### src/rtl/cursor_painter.sv
// Cursor overlay painter: draws a transient cursor into a two-bank framebuffer.
// Before each new draw it restores the pixel under the previous cursor from the
// backing copy. It also handles permanent paints and full-buffer clears.
module cursor_painter #(
   parameter logic [11:0] CURSOR_COLOR = 12'hFFF,
   parameter int unsigned CLEAR_LAST   = 2047
) (
   input  logic        clk,
   input  logic        rst,
   input  logic        cmd_valid,
   output logic        cmd_ready,
   input  logic [1:0]  cmd_op,
   input  logic [5:0]  cursor_x,
   input  logic [5:0]  cursor_y,
   input  logic [11:0] color,
   output logic [11:0] addr_write,
   output logic        wr0,
   output logic        wr1,
   output logic [11:0] wdata,
   output logic        paint_permanent,
   input  logic [11:0] b_rdata0,
   input  logic [11:0] b_rdata1,
   output logic        busy
);

   localparam int unsigned AW = 12;
   localparam int unsigned CW = 12;
   localparam int unsigned PW = 6;

   localparam logic [1:0] OP_PAINT = 2'b01;
   localparam logic [1:0] OP_CLEAR = 2'b10;
   localparam logic [1:0] OP_MOVE  = 2'b00;

   typedef enum logic [2:0] {
      S_IDLE   = 3'd0,
      S_RD_OLD = 3'd1,
      S_WR_OLD = 3'd2,
      S_DRAW   = 3'd3,
      S_CLEAR  = 3'd4
   } state_t;

   state_t state_q, state_d;

   logic [AW-1:0] addr_q, addr_d;
   logic [CW-1:0] wdata_q, wdata_d;
   logic          wr0_q, wr0_d, wr1_q, wr1_d, perm_q, perm_d;
   logic          ready_q, ready_d, busy_q;
   logic [1:0]    op_q, op_d;
   logic [PW-1:0] nx_q, nx_d, ny_q, ny_d, ox_q, ox_d, oy_q, oy_d;
   logic [CW-1:0] color_q, color_d;
   logic          drawn_q, drawn_d;

   logic          accept_c;
   logic [1:0]    sel_op_c;
   logic [PW-1:0] sel_x_c, sel_y_c;
   logic [CW-1:0] sel_color_c;

   // Pixel to bank-local word address; bank select is y[5].
   function automatic logic [AW-1:0] pix_addr(input logic [PW-1:0] x, input logic [PW-1:0] y);
      return {1'b0, y[4:0], x};
   endfunction

   assign accept_c    = cmd_valid & ready_q;
   assign sel_op_c    = (state_q == S_IDLE) ? cmd_op   : op_q;
   assign sel_x_c     = (state_q == S_IDLE) ? cursor_x : nx_q;
   assign sel_y_c     = (state_q == S_IDLE) ? cursor_y : ny_q;
   assign sel_color_c = (state_q == S_IDLE) ? color    : color_q;

   // State register.
   always_ff @(posedge clk) begin
      if (rst) state_q <= S_IDLE;
      else     state_q <= state_d;
   end

   // Next-state logic.
   always_comb begin
      state_d = state_q;
      case (state_q)
         S_IDLE: begin
            if (accept_c) begin
               if (cmd_op == OP_MOVE || cmd_op == OP_PAINT) state_d = drawn_q ? S_RD_OLD : S_DRAW;
               else if (cmd_op == OP_CLEAR)                 state_d = S_CLEAR;
            end
         end
         S_RD_OLD: state_d = S_WR_OLD;
         S_WR_OLD: state_d = S_DRAW;
         S_DRAW:   state_d = S_IDLE;
         S_CLEAR:  if (addr_q == AW'(CLEAR_LAST)) state_d = S_IDLE;
         default:  state_d = S_IDLE;
      endcase
   end

   // Next values of the registered outputs and captured command fields.
   always_comb begin
      addr_d  = addr_q;
      wdata_d = wdata_q;
      wr0_d   = 1'b0;
      wr1_d   = 1'b0;
      perm_d  = 1'b0;
      ready_d = (state_d == S_IDLE);
      op_d    = op_q;
      nx_d    = nx_q;
      ny_d    = ny_q;
      color_d = color_q;
      ox_d    = ox_q;
      oy_d    = oy_q;
      drawn_d = drawn_q;

      if (accept_c) begin
         op_d    = cmd_op;
         nx_d    = cursor_x;
         ny_d    = cursor_y;
         color_d = color;
      end

      case (state_d)
         S_RD_OLD: addr_d = pix_addr(ox_q, oy_q);
         S_WR_OLD: begin
            wr0_d   = ~oy_q[5];
            wr1_d   = oy_q[5];
            wdata_d = oy_q[5] ? b_rdata1 : b_rdata0;
         end
         S_DRAW: begin
            addr_d  = pix_addr(sel_x_c, sel_y_c);
            wr0_d   = ~sel_y_c[5];
            wr1_d   = sel_y_c[5];
            wdata_d = (sel_op_c == OP_PAINT) ? sel_color_c : CURSOR_COLOR;
            perm_d  = (sel_op_c == OP_PAINT);
         end
         S_CLEAR: begin
            addr_d  = (state_q == S_CLEAR) ? addr_q + AW'(1) : '0;
            wr0_d   = 1'b1;
            wr1_d   = 1'b1;
            wdata_d = sel_color_c;
            perm_d  = 1'b1;
         end
         default: ;
      endcase

      if (state_q == S_DRAW) begin
         ox_d    = nx_q;
         oy_d    = ny_q;
         drawn_d = 1'b1;
      end
      if (state_q == S_CLEAR && state_d == S_IDLE) drawn_d = 1'b0;
   end

   // Output and datapath registers.
   always_ff @(posedge clk) begin
      if (rst) begin
         addr_q  <= '0;
         wdata_q <= '0;
         wr0_q   <= 1'b0;
         wr1_q   <= 1'b0;
         perm_q  <= 1'b0;
         ready_q <= 1'b1;
         busy_q  <= 1'b0;
         op_q    <= '0;
         nx_q    <= '0;
         ny_q    <= '0;
         color_q <= '0;
         ox_q    <= '0;
         oy_q    <= '0;
         drawn_q <= 1'b0;
      end else begin
         addr_q  <= addr_d;
         wdata_q <= wdata_d;
         wr0_q   <= wr0_d;
         wr1_q   <= wr1_d;
         perm_q  <= perm_d;
         ready_q <= ready_d;
         busy_q  <= ~ready_d;
         op_q    <= op_d;
         nx_q    <= nx_d;
         ny_q    <= ny_d;
         color_q <= color_d;
         ox_q    <= ox_d;
         oy_q    <= oy_d;
         drawn_q <= drawn_d;
      end
   end

   assign cmd_ready       = ready_q;
   assign busy            = busy_q;
   assign addr_write      = addr_q;
   assign wr0             = wr0_q;
   assign wr1             = wr1_q;
   assign wdata           = wdata_q;
   assign paint_permanent = perm_q;

endmodule

### config.mk
export PLATFORM = sky130hd
export DESIGN_NAME = cursor_painter
export DESIGN_NICKNAME = d
export VERILOG_FILES = /design/src/rtl/cursor_painter.sv
export SDC_FILE = /design/constraint.sdc
export NUM_CORES = 1
export LEC_CHECK = 0
export BUFFER_PORTS_ARGS = -buffer_cell sky130_fd_sc_hd__buf_2
export CAP_MARGIN = 20
export CORE_MARGIN = 2
export CORE_UTILIZATION = 25
export DETAILED_ROUTE_END_ITERATION = 8
export SYNTH_ARGS = -nofsm -noshare
export SYNTH_HDL_FRONTEND = slang
export SYNTH_SLANG_ARGS = --single-unit
### constraint.sdc
create_clock -name clk -period 3.9 [get_ports clk]
set_input_delay 0.39 -clock clk [delete_from_list [all_inputs] [get_ports clk]]
set_output_delay 0.39 -clock clk [all_outputs]
set_load 0.02 [all_outputs]
==> out/results.tsv, run 1 <==
metric	value	unit
finClkSkew	0.006909	ns
synthTopCellsByCount	75 x a21oi_1, 72 x nand2_1, 71 x dfxtp_1	
synth_top_area_cell	dfxtp_1	
fp.dieW	125.3	microns
syn_area	3681	sq um
placedCellCount	671	
antenna_found_initial	0	
detail-route-antenna-nets	0	
routed_wl	10730	microns
status	finished, final reports clean	
rsz0062_at_grt	false	
fmax	0.3471	GHz
dieHeight	125.3	microns
post_cts_buffers	0	
vias_per_cell	4.958	
cts.sinks	71	
ys_async_sr_fraction	0	
hold_path_class	in2reg	
fin_cells	687	
cts_hold_buf	0	
grt_pass1_wl	17350	microns
grt_pass1_vias	3378	
drc	0	
ff2ff_path_depth	6	
grt_util_met1	0.1763	
synth_seq_area_share	0.3861	
synthesis.nets	488	
arrival	3.06	ns
cellPowerDensity	667.7	nW/um^2
drive_gt1_frac	0.2744	
met2_usage	0.2196	
clk_pin_slew	0.06	ns
r2r_start	state_q[1]	
yosysUniqueCellTypes	53	
overflow	0	
grt_max_degree	44	
final_nets	552	
hold_violations	0	
clk_latency	0.34	ns
worst_slew_pin_slew	1.039	ns
gp_congestion	0.8580	
avgRoutedWirePerCell	15.62	microns
cts_made_buffers	9	
ctsResizeCount	0	
report.final.slew_viol_count	0	
startpoint	state_q[1]	
path_class	reg2reg	
grt.total_usage	0.1373	
worstPathRequired	4.08	ns
worstPathMaxFanout	24	
relSlewSlack	0.3073	
top_usage_layer	met2	
cp-endpoint	wdata[6]	
setup_tns	0	ns
r2r_end	wdata[6]	
syn_inst	434	
coreArea	14480	sq um
yosys.cell_count.top_type	a21oi_1	
num_antenna_cells	0	
r2r_setup_slack	1.02	ns
drt-initial-drc-count	221	
setup-violations-final	0	
timing.final.crit_share	0.7386	
endpoint_kind	flop	
synth_edf_count	0	
drt-pass1-iter-count	4	
clockBufferDepth	2	
drv_cap	0	
finalCriticalPeriod	2.881	ns
power.leakage	0.001781	uW
worst_setup_path_start_kind	flop	
ys_warn_count	0	
dpl.hpwl	7671	microns
io_buffers	81	
netlist_top_cells_area	dfxtp_1 39%, a21oi_1 10%, nand2_1 7.3%	
cts_tree	yes	
die-area	15710	sq um
hold_depth	3	
initial_core_util	0.2542	
pin_count	82	
ctsHtreeMaxLevel	3	
syn_area_per_cell	8.482	sq um
use_met3	0.03466	
row_count	44	
cts-root-buf	clkbuf_16	
vias	3406	
synth.top_cell.area_share	0.3861	
ir_drop	0.0002267	V
ys_ff_latch	71	
synth_flop_cell	dfxtp_1	
area_growth	20.16	%
-- logic make-up after synthesis --
group | count (synthesis) | synth area share
AO/OA/AOI/OAI | 132 | 0.2349
XOR/XNOR | 8 | 0.01904
adder cells (fa/ha/maj) | 1 | 0.003399
buffers and inverters | 37 | 0.06050
flip-flops | 71 | 0.3861
multiplexers | 36 | 0.1037
AND/OR/NAND/NOR | 149 | 0.1924
-- area by class of cell --
class	count	area, sq um
Fill cell	1522	10060
Clock buffer	11	242.7
Sequential cell	71	1421
Inverter	4	15.01
Timing Repair Buffer	86	442.9
Tap cell	184	230.2
Multi-Input combinational cell	326	2037
Clock inverter	5	33.78
-- worst max-delay path: stages, from the launching register on --
cell	delay (ns)
dfxtp_1	0.96
nor3b_2	0.17
a32o_1	0.31
nor2_2	0.77
a21oi_1	0.13
a31oi_1	0.25
o22ai_2	0.12
-- routing by layer --
| layer | wire (microns) | vias to the layer above |
|---|---|---|
| met4 | 242 | 0 |
| met2 | 5087 | 99 |
| met5 | 0 | - |
| li1 | - | 1683 |
| met1 | 4877 | 1607 |
| met3 | 524 | 17 |
-- how the worst min path moves through the flow --
stage,from,to,slack (ns)
floorplan,op_q[1],op_q[1],0.43
global placement,op_q[1],op_q[1],0.44
detailed placement,color_q[0],color_q[0],0.45
CTS,cursor_y[1],ny_q[1],0.29
global route,cursor_x[5],nx_q[5],0.31
finish,color[3],color_q[3],0.30
-- metrics by stage --
| stage | utilization | power, uW | setup slack [ns] | hold WS [ns] | area, sq um |
|---|---|---|---|---|---|
| 2_1_floorplan | - | 1920 | 1.875 | 0.4312 | 3681 |
| 3_3_place_gp | 0.2864 | 2167 | 1.112 | 0.4390 | 4146 |
| 3_5_place_dp | 0.2864 | 2194 | 0.9829 | 0.4458 | 4146 |
| 4_1_cts | 0.3055 | 2959 | 1.042 | 0.2945 | 4423 |
| 5_1_grt | 0.3055 | 3115 | 0.7781 | 0.3082 | 4423 |
| 6_report | 0.3055 | 2953 | 1.019 | 0.3005 | 4423 |
-- power breakdown --
part / leakage [uW] / internal [uW] / switching, uW / total [uW]
sequential: 0.000581 / 872 / 148 / 1020
combinational: 0.00107 / 442 / 724 / 1170
clock: 0.000132 / 447 / 321 / 767
total: 0.00178 / 1760 / 1190 / 2950
-- placed cells by master, fill, tap and decap left out, drive strengths merged, types with 5 or more instances in the layout --
master and count:
a21o 7, a21oi 76, a222oi 5, a31oi 12
buf 86, clkbuf 11, dfxtp 71, mux2 17
mux2i 19, nand2 72, nand3 15, nor2 28
nor3 15, o21ai 7, o22ai 16, xnor2 5
-- state kept, by name, summed over array words and instances (netlist names), 3 cells and up --
signal	count
wdata	12
color_q	12
ox_q	6
nx_q	6
oy_q	6
addr_write	12
ny_q	6
state_q	3
Note: power is estimated with default switching activity, not from simulation.
==> run 2: changes to the inputs <==
==> constraint.sdc (replaced) <==
create_clock -name clk -period 2.95 [get_ports clk]
set_input_delay 0.295 -clock clk [delete_from_list [all_inputs] [get_ports clk]]
set_output_delay 0.295 -clock clk [all_outputs]
set_load 0.02 [all_outputs]
==> out/results.tsv, run 2 (synthesis gave the netlist of run 1 again) <==
metric	value	unit	change
antenna_found_initial	0		unchanged
whs	0.2147	ns	-0.08574 ns
finClkSkew	0.005088	ns	-0.001821 ns
hold_violations	0		unchanged
worstPathRequired	3.21	ns	-0.87 ns
worstPathMaxFanout	21		-13%
fmax	0.4161	GHz	+20%
initial_core_util	0.2542		unchanged
coreArea	14480	sq um	unchanged
share_comb_of_total_power	0.407		+0.012
grt.total_usage	0.1323		-0.004950
area_growth	20.36	%	
p_clk_frac	0.243		-0.017
detail-route-antenna-nets	0		unchanged
die-area	15710	sq um	unchanged
fin_ws	0.5465	ns	-0.4728 ns
placedCellCount	676		+0.75%
drc	0		unchanged
swShare	0.3961		-0.007955
fp.dieW	125.3	microns	unchanged
post_cts_buffers	0		unchanged
power.leakage	0.001795	uW	+0.82%
overflow	0		unchanged
worst_setup_path_start_kind	flop		
worst_slew_pin_slew	0.7871	ns	-0.2519 ns
finalCriticalPeriod	2.403	ns	-0.4772 ns
final_common_cell	buf_2		
vias_per_cell	4.851		-2.2%
arrival	2.66	ns	-0.40 ns
ir_drop	0.0002835	V	+25%
cts_made_buffers	9		unchanged
routed_wl	10440	microns	-2.7%
io_buffers	81		unchanged
clockBufferDepth	2		unchanged
vias	3347		-1.7%
ctsResizeCount	0		unchanged
internal_power	2314	uW	+31%
path_class	reg2reg		
drive_gt1_frac	0.2747		+0.0003497
rsz0062_at_grt	false		
ctsHtreeMaxLevel	3		unchanged
postPlaceCellArea	4184	sq um	+0.91%
cellPowerDensity	865.0	nW/um^2	+30%
seqPwrFrac	0.350		+0.005
num_antenna_cells	0		unchanged
final_cell_area	4431	sq um	+0.17%
drt-pass1-iter-count	4		unchanged
cts_tree	yes		
grt_max_degree	38		-14%
gp_congestion	0.8130		-5.2%
endpoint_kind	flop		
row_count	44		unchanged
drt-initial-drc-count	182		-18%
timing.final.crit_share	0.8147		+0.07611
cts.sinks	71		unchanged
fin_cells	690		+0.44%
avgRoutedWirePerCell	15.13	microns	-3.2%
cts_hold_buf	0		unchanged
switchingPower	1518	uW	+27%
relSlewSlack	0.4733		+0.1660
preCtsSetupSlack	0.5967	ns	-0.3862 ns
status	finished, final reports clean		
clk_pin_slew	0.05	ns	about the same
cts-root-buf	clkbuf_16		
setup_tns	0	ns	unchanged
final_cell_mix	81 x buf_2, 75 x a21oi_1, 72 x nand2_1		
pin_count	82		unchanged
hold_path_class	in2reg		
grt_pass1_wl	16910	microns	-2.6%
report.final.slew_viol_count	0		unchanged
dpl.hpwl	7779	microns	+1.4%
drv_cap	0		unchanged
setup-violations-final	0		unchanged
clk_latency	0.33	ns	about the same
dieHeight	125.3	microns	unchanged
grt_pass1_vias	3262		-3.4%
final_nets	557		+0.91%
run 2: power by group through the flow:
| stage | Sequential, uW | Combinational, uW | Clock, uW |
|---|---|---|---|
| 3_5_place_dp | 1360 | 1560 | 0 |
| 4_1_cts | 1340 | 1570 | 950 |
| 3_3_place_gp | 1360 | 1530 | 0 |
| 6_report | 1340 | 1560 | 929 |
| 2_1_floorplan | 1470 | 1070 | 0 |
| 5_1_grt | 1370 | 1700 | 994 |
run 2: worst max-delay path, stage by stage (launching register included):
cell and delay [ns]:
dfxtp_1 0.72, o31ai_4 0.26, or2_4 0.39, nor2_1 0.64, a21oi_1 0.13, o22ai_2 0.17
run 2: stage by stage:
stage            util  total power [uW]
6_report       0.3060              3832
5_1_grt        0.3060              4068
4_1_cts        0.3060              3859
3_5_place_dp   0.2890              2922
3_3_place_gp   0.2890              2885
2_1_floorplan       -              2538
run 2: path summary, 6_finish.rpt:
check / startpoint / end / slack [ns] / cells past startpoint
hold reg to reg: color_q[10] / color_q[10] / 0.46 / 2
setup / recovery: state_q[1] / wdata[4] / 0.55 / 5
hold / removal: color[0] / color_q[0] / 0.21 / 3
setup reg to reg: state_q[1] / wdata[4] / 0.55 / 5
run 2: layout make-up:
class / instances / area [sq um]
timing repair buffer: 91 / 480.5
tap: 184 / 230.2
clock buffer: 12 / 236.5
multi-input combinational: 326 / 2037
fill: 1545 / 10050
inverter: 4 / 15.01
sequential: 71 / 1421
clock inverter: 2 / 10.01
run 2: layer usage:
layer  vias up  wire length [microns]  track usage
met4         0                    187      0.05359
met1      1565                   4815       0.1726
met2        67                   4989       0.2139
met5         -                      0            0
li1       1700                      -            -
met3        15                    447      0.02739
